[config.mk]
export PLATFORM = sky130hd
export DESIGN_NAME = writeback_commit_ctrl
export DESIGN_NICKNAME = d
export VERILOG_FILES = /design/src/rtl/writeback_commit_ctrl.sv
export SDC_FILE = /design/constraint.sdc
export NUM_CORES = 1
export LEC_CHECK = 0
export ABC_CLOCK_PERIOD_IN_PS = 1840
export CAP_MARGIN = 15
export CORE_MARGIN = 2
export CORE_UTILIZATION = 42
export CTS_CLUSTER_DIAMETER = 60
export DETAILED_ROUTE_END_ITERATION = 16
export GPL_TIMING_DRIVEN = 0
export PLACE_DENSITY = 0.85
export RECOVER_POWER = 100
export SYNTH_ARGS = -nofsm -noshare
export SYNTH_HDL_FRONTEND = slang
export SYNTH_SLANG_ARGS = --single-unit
[constraint.sdc]
create_clock -name clk -period 1.84 [get_ports clk]
set_clock_uncertainty 0.15 [all_clocks]
set_input_delay 0.368 -clock clk [delete_from_list [all_inputs] [get_ports clk]]
set_output_delay 0.368 -clock clk [all_outputs]
set_load 0.03 [all_outputs]
[src/rtl/writeback_commit_ctrl.sv]
// Writeback commit controller: qualifies architectural writes by condition and stalls on stores.
// Optional COMMIT_STATS_EN adds stat_commits / stat_suppressed counters.
module writeback_commit_ctrl #(
    parameter int unsigned NUM_REG  = 3,
    parameter int unsigned STRB_W   = 4,
    parameter int unsigned NUM_FLAG = 4
) (
    input  logic                        clk,
    input  logic                        rst,
    input  logic                        wb_valid,
    output logic                        wb_ready,
    input  logic                        flush,
    input  logic                        ZF_new,
    input  logic                        CF_flag,
    input  logic                        CF_expected,
    input  logic [NUM_REG-1:0]          ld_reg,
    input  logic [NUM_REG*STRB_W-1:0]   ld_reg_strb,
    input  logic [2*NUM_REG-1:0]        reg_cond,
    input  logic                        ld_mem,
    input  logic [1:0]                  mem_cond,
    input  logic                        ld_seg,
    input  logic                        ld_mm,
    input  logic [NUM_FLAG-1:0]         ld_flag,
    input  logic                        mem_ack,
    output logic                        mem_req,
    output logic [NUM_REG-1:0]          v_ld_reg,
    output logic [NUM_REG*STRB_W-1:0]   v_ld_reg_strb,
    output logic                        v_ld_seg,
    output logic                        v_ld_mm,
    output logic [NUM_FLAG-1:0]         v_ld_flag,
    output logic                        v_ld_mem
`ifdef COMMIT_STATS_EN
    ,
    output logic [31:0]                 stat_commits,
    output logic [31:0]                 stat_suppressed
`endif
);

    typedef enum logic [0:0] {StIdle, StMemWait} state_e;

    state_e state_q, state_d;

    logic [NUM_REG-1:0]        qual_reg;
    logic [NUM_REG*STRB_W-1:0] qual_strb;
    logic                      qual_mem;
    logic                      accept;
    logic                      mem_go;
    logic                      ack_commit;

    logic [NUM_REG-1:0]        hold_reg_q;
    logic [NUM_REG*STRB_W-1:0] hold_strb_q;
    logic                      hold_seg_q, hold_mm_q;
    logic [NUM_FLAG-1:0]       hold_flag_q;

    logic [NUM_REG-1:0]        v_reg_q, v_reg_d;
    logic [NUM_REG*STRB_W-1:0] v_strb_q, v_strb_d;
    logic                      v_seg_q, v_seg_d, v_mm_q, v_mm_d, v_mem_q, v_mem_d;
    logic [NUM_FLAG-1:0]       v_flag_q, v_flag_d;

    function automatic logic cond_ok(input logic [1:0] c, input logic zf, input logic cf,
                                     input logic cf_exp);
        unique case (c)
            2'b00:   return 1'b1;
            2'b01:   return zf;
            2'b10:   return ~zf;
            default: return cf == cf_exp;
        endcase
    endfunction

    always_comb begin
        qual_reg  = '0;
        qual_strb = '0;
        for (int unsigned i = 0; i < NUM_REG; i++) begin
            qual_reg[i] = ld_reg[i] & cond_ok(reg_cond[2*i +: 2], ZF_new, CF_flag, CF_expected);
            qual_strb[i*STRB_W +: STRB_W] = ld_reg_strb[i*STRB_W +: STRB_W] & {STRB_W{qual_reg[i]}};
        end
        qual_mem = ld_mem & cond_ok(mem_cond, ZF_new, CF_flag, CF_expected);
    end

    assign accept     = wb_valid & wb_ready & ~flush;
    assign mem_go     = accept & qual_mem;
    assign ack_commit = (state_q == StMemWait) & mem_ack;

    // FSM: state register
    always_ff @(posedge clk) begin
        if (rst) begin
            state_q <= StIdle;
        end else begin
            state_q <= state_d;
        end
    end

    // FSM: next state
    always_comb begin
        state_d = state_q;
        unique case (state_q)
            StIdle:    if (mem_go) state_d = StMemWait;
            StMemWait: if (mem_ack) state_d = StIdle;
            default:   state_d = StIdle;
        endcase
    end

    // FSM: outputs
    always_comb begin
        wb_ready = (state_q == StIdle);
        mem_req  = (state_q == StMemWait);
    end

    // Commit pulses come either straight from an accepted uop or from the hold registers on ack.
    always_comb begin
        v_reg_d  = '0;
        v_strb_d = '0;
        v_seg_d  = 1'b0;
        v_mm_d   = 1'b0;
        v_flag_d = '0;
        v_mem_d  = 1'b0;
        if (accept && !mem_go) begin
            v_reg_d  = qual_reg;
            v_strb_d = qual_strb;
            v_seg_d  = ld_seg;
            v_mm_d   = ld_mm;
            v_flag_d = ld_flag;
        end else if (ack_commit) begin
            v_reg_d  = hold_reg_q;
            v_strb_d = hold_strb_q;
            v_seg_d  = hold_seg_q;
            v_mm_d   = hold_mm_q;
            v_flag_d = hold_flag_q;
            v_mem_d  = 1'b1;
        end
    end

    always_ff @(posedge clk) begin
        if (rst) begin
            hold_reg_q  <= '0;
            hold_strb_q <= '0;
            hold_seg_q  <= 1'b0;
            hold_mm_q   <= 1'b0;
            hold_flag_q <= '0;
            v_reg_q     <= '0;
            v_strb_q    <= '0;
            v_seg_q     <= 1'b0;
            v_mm_q      <= 1'b0;
            v_flag_q    <= '0;
            v_mem_q     <= 1'b0;
        end else begin
            if (mem_go) begin
                hold_reg_q  <= qual_reg;
                hold_strb_q <= qual_strb;
                hold_seg_q  <= ld_seg;
                hold_mm_q   <= ld_mm;
                hold_flag_q <= ld_flag;
            end
            v_reg_q  <= v_reg_d;
            v_strb_q <= v_strb_d;
            v_seg_q  <= v_seg_d;
            v_mm_q   <= v_mm_d;
            v_flag_q <= v_flag_d;
            v_mem_q  <= v_mem_d;
        end
    end

    assign v_ld_reg      = v_reg_q;
    assign v_ld_reg_strb = v_strb_q;
    assign v_ld_seg      = v_seg_q;
    assign v_ld_mm       = v_mm_q;
    assign v_ld_flag     = v_flag_q;
    assign v_ld_mem      = v_mem_q;

`ifdef COMMIT_STATS_EN
    logic [31:0] commits_q, suppressed_q;
    logic        dropped;

    assign dropped = (|(ld_reg & ~qual_reg)) | (ld_mem & ~qual_mem);

    // A uop counts as committed when its pulse is issued, even if every write was suppressed.
    always_ff @(posedge clk) begin
        if (rst) begin
            commits_q    <= '0;
            suppressed_q <= '0;
        end else begin
            if ((accept && !mem_go) || ack_commit) commits_q <= commits_q + 32'd1;
            if (accept && dropped) suppressed_q <= suppressed_q + 32'd1;
        end
    end

    assign stat_commits    = commits_q;
    assign stat_suppressed = suppressed_q;
`endif

endmodule
# [Word-level counts from Yosys, hierarchy flattened]
# Cells that the tools add are included.
[op_classes] eq_ne=9 n_mux=18 bitwise_logic=14 reduce_logical=7
[ops] op="$mux W12" count=2
[ops] op="$and A4 B4 Y4" count=3
[ops] op="$pmux W1 S3" count=4
[ops] op="$and A1 B1 Y1" count=8
[ops] op="$eq A2 B1 Y1 const B" count=4
[ops] op="$eq A2 B2 Y1 const B" count=4
[ops] op="$logic_not A2 Y1" count=4
[ops] op="$mux W4" count=2
[ops] op="$mux W1" count=7
[ops] op="$mux W3" count=2
[ops] op="$not A1 Y1" count=3
[ops] op="$pmux W1 S2" count=1
[ops] op="$reduce_or A2 Y1" count=1
[ops] op="$eq A1 B1 Y1" count=1
[ops] op="$logic_and A1 B1 Y1" count=1
[ops] op="$logic_not A1 Y1" count=1
[totals] register_bits=44 in_bits=38 output_inout_bits=24 wordCells=60

# [Longest topological paths before layout]
[depth] ltp_word=7 ltp_mapped=5 ltp_nobuf=4

# [Least setup slack after synthesis]
# No wires, ideal clock.
[synth_path] path_kind="register -> register" from="reg state_q (netlist: mem_req)" to="reg hold_strb_q[10]" setup_ns=0.116 arrival_time_ns=1.486 required_time_ns=1.574 path_slack_ns=0.087 stages_incl_launch_ff=6 n_path_buf=1 period_less_slack_ns=1.753 cell_sequence="dfxtp_1 > inv_1 > nand3_1 > nor2_4 > buf_6 > a31o_2"
[synth_via] elab_chain_len=4
[synth_lines] element="start: declaration" line="41" rtl="state_e state_q, state_d;"
[synth_lines] element="start signal: assignment" line="87" rtl="state_q <= StIdle;"
[synth_lines] element="start signal: assignment" line="89" rtl="state_q <= state_d;"
[synth_lines] element="$not A1 Y1"
[synth_lines] element="via wb_ready" line="11" rtl="output logic wb_ready,"
[synth_lines] element="$and A1 B1 Y1 (2 in series)" line="80" rtl="assign accept = wb_valid & wb_ready & ~flush;"
[synth_lines] element="$and A1 B1 Y1" line="81" rtl="assign mem_go = accept & qual_mem;"
[synth_lines] element="end signal: assignment" line="149" rtl="hold_strb_q <= qual_strb;"
[synth_lines] element="end: declaration" line="51" rtl="logic [NUM_REG*STRB_W-1:0] hold_strb_q;"
# The timed path passes the listed nets, and every way through them passes these cells.
# A chain may end at the register's enable or synchronous reset.

# [Worst setup path after layout]
[layout_path] from="reg v_reg_q[1] (netlist: v_ld_reg[1])" to="out v_ld_reg[1]"
[layout_rtl] element="start: declaration" line="55" rtl="logic [NUM_REG-1:0] v_reg_q, v_reg_d;"
[layout_rtl] element="start signal: assignment" line="154" rtl="v_reg_q <= v_reg_d;"
[layout_rtl] element="end: declaration" line="26" rtl="output logic [NUM_REG-1:0] v_ld_reg,"
# No word-level cell between the ends.

==> run_results.csv <==
group,metric,value,unit
critical_path,cp_data_arrival_time,1.28,ns
cells_and_area,fin_util,64.16,%
global_routing,grt_max_degree,15,
synthesis,ys_types,30,
floorplan,dieArea,5155,sq um
sta,final_max_slew_viol_count,0,
place,numPlacedInstances,326,
detailed_routing,avgViaCountPerCell,5.359,
min_path,hold_path_depth,2,
pwr,p_sw_share,25.35,%
floorplan,die_h,71.80,um
sta,tns,0,ns
critical_path,reg2reg_depth,5,
pwr,comb_power_share,17.8,%
pwr,leakagePower,1.030,nW
critical_path,cp.required,1.32,ns
synthesis,synth_top_family_by_area,"compound AO/OA/AOI/OAI gates",
critical_path,path_class,"flop to output pin",
cells_and_area,drive_gt1_share,23.16,%
clocking,clk_latency,0.30,ns
floorplan,row_count,24,
sta,slew_headroom,71.34,%
floorplan,initial_core_util,44.04,%
job,max-cap-violations,0,
critical_path,crit_path_start_kind,"flop",
synthesis,seq_area_frac_synth,45.63,%
clocking,cts_buffers,5,
floorplan,io_pins,62,
pwr,power_density,763.9,nW/um^2
critical_path,cpPeakStageDelay,0.66,ns
pwr,ir_worst_vdd,613.4,uV
floorplan,die_width,71.80,um
sta,finalCritPeriodShare,97.52,%
pwr,switching_power,0.5446,mW
synthesis,synth_nets,251,
cells_and_area,n_antenna_cell,0,
floorplan,coreArea,4384,sq um
global_routing,grt_pass1_wl,7.941,mm
detailed_routing,wl_per_cell,14.57,um
synthesis,postSynthCellCount,213,
pwr,internal_power,1.604,mW
critical_path,crit_buf_inv,1,
global_routing,grt.total_usage,19.79,%
detailed_routing,drc_errors,0,
detailed_routing,initialDrtViolationCount,99,
synthesis,mappedNetlistArea,1931,sq um
synthesis,synthMuxAreaShare,1.815,%
critical_path,cp_num_cells,1,
cells_and_area,nets,322,
synthesis,syn_area_per_cell,9.064,sq um
detailed_routing,drt.antenna.violating_nets,0,
critical_path,r2r_setup_slack,0.23,ns
sta,tightestPinTransition,0.4300,ns
detailed_routing,wirelength,4.911,mm
cells_and_area,fin_area,2813,sq um
synthesis,yosysWarnings,0,
place,gp_congestion,0.8113,
global_routing,antenna_found_initial,0,
synthesis,ys_ff_latch,44,
place,portBuffers,61,
clocking,cts_max_level,2,
sta,setup_viol_count_final,0,
clocking,cts-root-buf,"clkbuf_8",
clocking,cts_tree,"yes",
clocking,clkTransAtPathRegs,0.09,ns
sta,min_period,1.794,ns
critical_path,crit_fanout,1,
cells_and_area,final_cell_count_no_fill,337,
clocking,clock-sinks,44,
cells_and_area,areaGrowthSynthToFinish,45.69,%
sta,finalHoldViolations,0,
synthesis,synth_compound_area_share,29.62,%
synthesis,synthAdderAreaFrac,0,%
sta,fmax,0.5573,GHz
pwr,p_seq_share,46.0,%
critical_path,endpoint_kind,"output pin",
synthesis,yosys.area_share.simple,17.56,%
global_routing,grt_overflow,0,
synthesis,yosys.area_share.xor_xnor,0.8425,%
detailed_routing,firstDrtPassIters,4,
min_path,hold_class,"flop to flop",
global_routing,grt_pass1_vias,1726,
place,hpwl,3.453,mm
pwr,p_total,2.149,mW
pwr,p_clk_share,36.2,%
clocking,cts.path.max_buffers,2,
critical_path,crit_family,"buffers and inverters",
detailed_routing,vias,1806,
critical_path,slowest_stage,"clkdlybuf4s50_1",
outcome,status,"finished, final reports clean",
critical_path,cp_cell_sequence,"clkdlybuf4s50_1",
place,post_dp_cell_area,2606,sq um
cell families (layout without fill, tap and decap cells):
| kind of cell | after synthesis | in the layout |
|---|---|---|
| multiplexers | 3 | 3 |
| buffers and inverters | 16 | 88 |
| flip-flops | 44 | 44 |
| AO/OA/AOI/OAI | 82 | 82 |
| XOR/XNOR | 1 | 1 |
| AND/OR/NAND/NOR | 67 | 67 |
per-stage QoR:
step / hold slack (ns) / setup slack (ns)
after floorplan: 0.2814 / 0.08736
after global placement: 0.2935 / -0.5409
after detailed placement: 0.2983 / -0.5592
after CTS: 0.3144 / -0.0005096
after global routing: 0.3378 / -0.007631
final: 0.3150 / 0.04571
cell usage in the layout, fill, tap and decap left out, drive strengths merged, types with 9 or more instances in the layout:
cell / n
nand2: 22
clkbuf: 20
o21ai: 9
nand2b: 12
nand3: 14
a31o: 12
dfxtp: 44
nor2: 12
clkdlybuf4s50: 49
a21oi: 54
per-layer routing:
metal,track usage [%],routed length [um],up-vias
li1,-,-,891
met1,24.38,2128,856
met2,33.23,2452,51
met3,5.204,261,8
met4,7.338,68,0
met5,0,0,-
cell usage after synthesis:
cell type   n  area [sq um]
a31o_2     11         96.34
and2b_1     2         15.01
inv_1       3         11.26
nor2b_1     1         6.260
a21oi_2    20         175.2
nor2_4      1         11.26
nor3b_2     1         12.51
o22a_2      1         10.01
or3b_2      1         8.760
o21ai_0     9         45.04
clkbuf_1    6         22.52
a21oi_1    34         170.2
mux2i_1     2         20.02
xor2_2      1         16.27
mux2_4      1         15.01
nand3_1    14         70.07
a31o_1      1         8.760
buf_6       3         33.78
nand2b_1   12         75.07
o211ai_2    1         12.51
nand2_1    22         82.58
a2bb2oi_1   1         8.760
buf_2       4         20.02
o22ai_2     1         12.51
o221ai_2    1         15.01
nand3b_1    1         7.510
nor2_1     11         41.29
o2bb2ai_1   2         17.52
or2_4       1         8.760
dfxtp_1    44         880.8
power groups by stage:
stage                     combinational (mW)  sequential, mW  clock (mW)
after floorplan                        0.139            1.05           0
after global routing                   0.408           0.991       0.836
after global placement                 0.344            1.01           0
final                                  0.383           0.988       0.778
after detailed placement               0.345            1.01           0
after CTS                              0.368           0.988       0.790
final timing paths:
check | from | endpoint
hold reg to reg | hold_flag_q[2] | v_ld_flag[2]
hold / removal | hold_flag_q[2] | v_ld_flag[2]
setup reg to reg | mem_req | v_ld_reg[1]
setup / recovery | v_ld_reg[1] | v_ld_reg[1]
final cells by class:
cell class / instances / area [sq um]
timing repair buffer: 64 / 610.6
sequential: 44 / 880.8
clock inverter: 2 / 38.79
multi-input combinational: 153 / 1028
tap: 52 / 65.06
fill: 371 / 1572
inverter: 3 / 11.26
clock buffer: 6 / 82.58
buffer: 13 / 95.09
what timing repair did:
item,in CTS,in global routing
buffers inserted,1,2
pin swaps,1,2
resized for setup,13,18
hold buffers,0,0
setup endpoints to repair,45,47
cloned,0,0
Note: power is estimated with default switching activity, not from simulation.
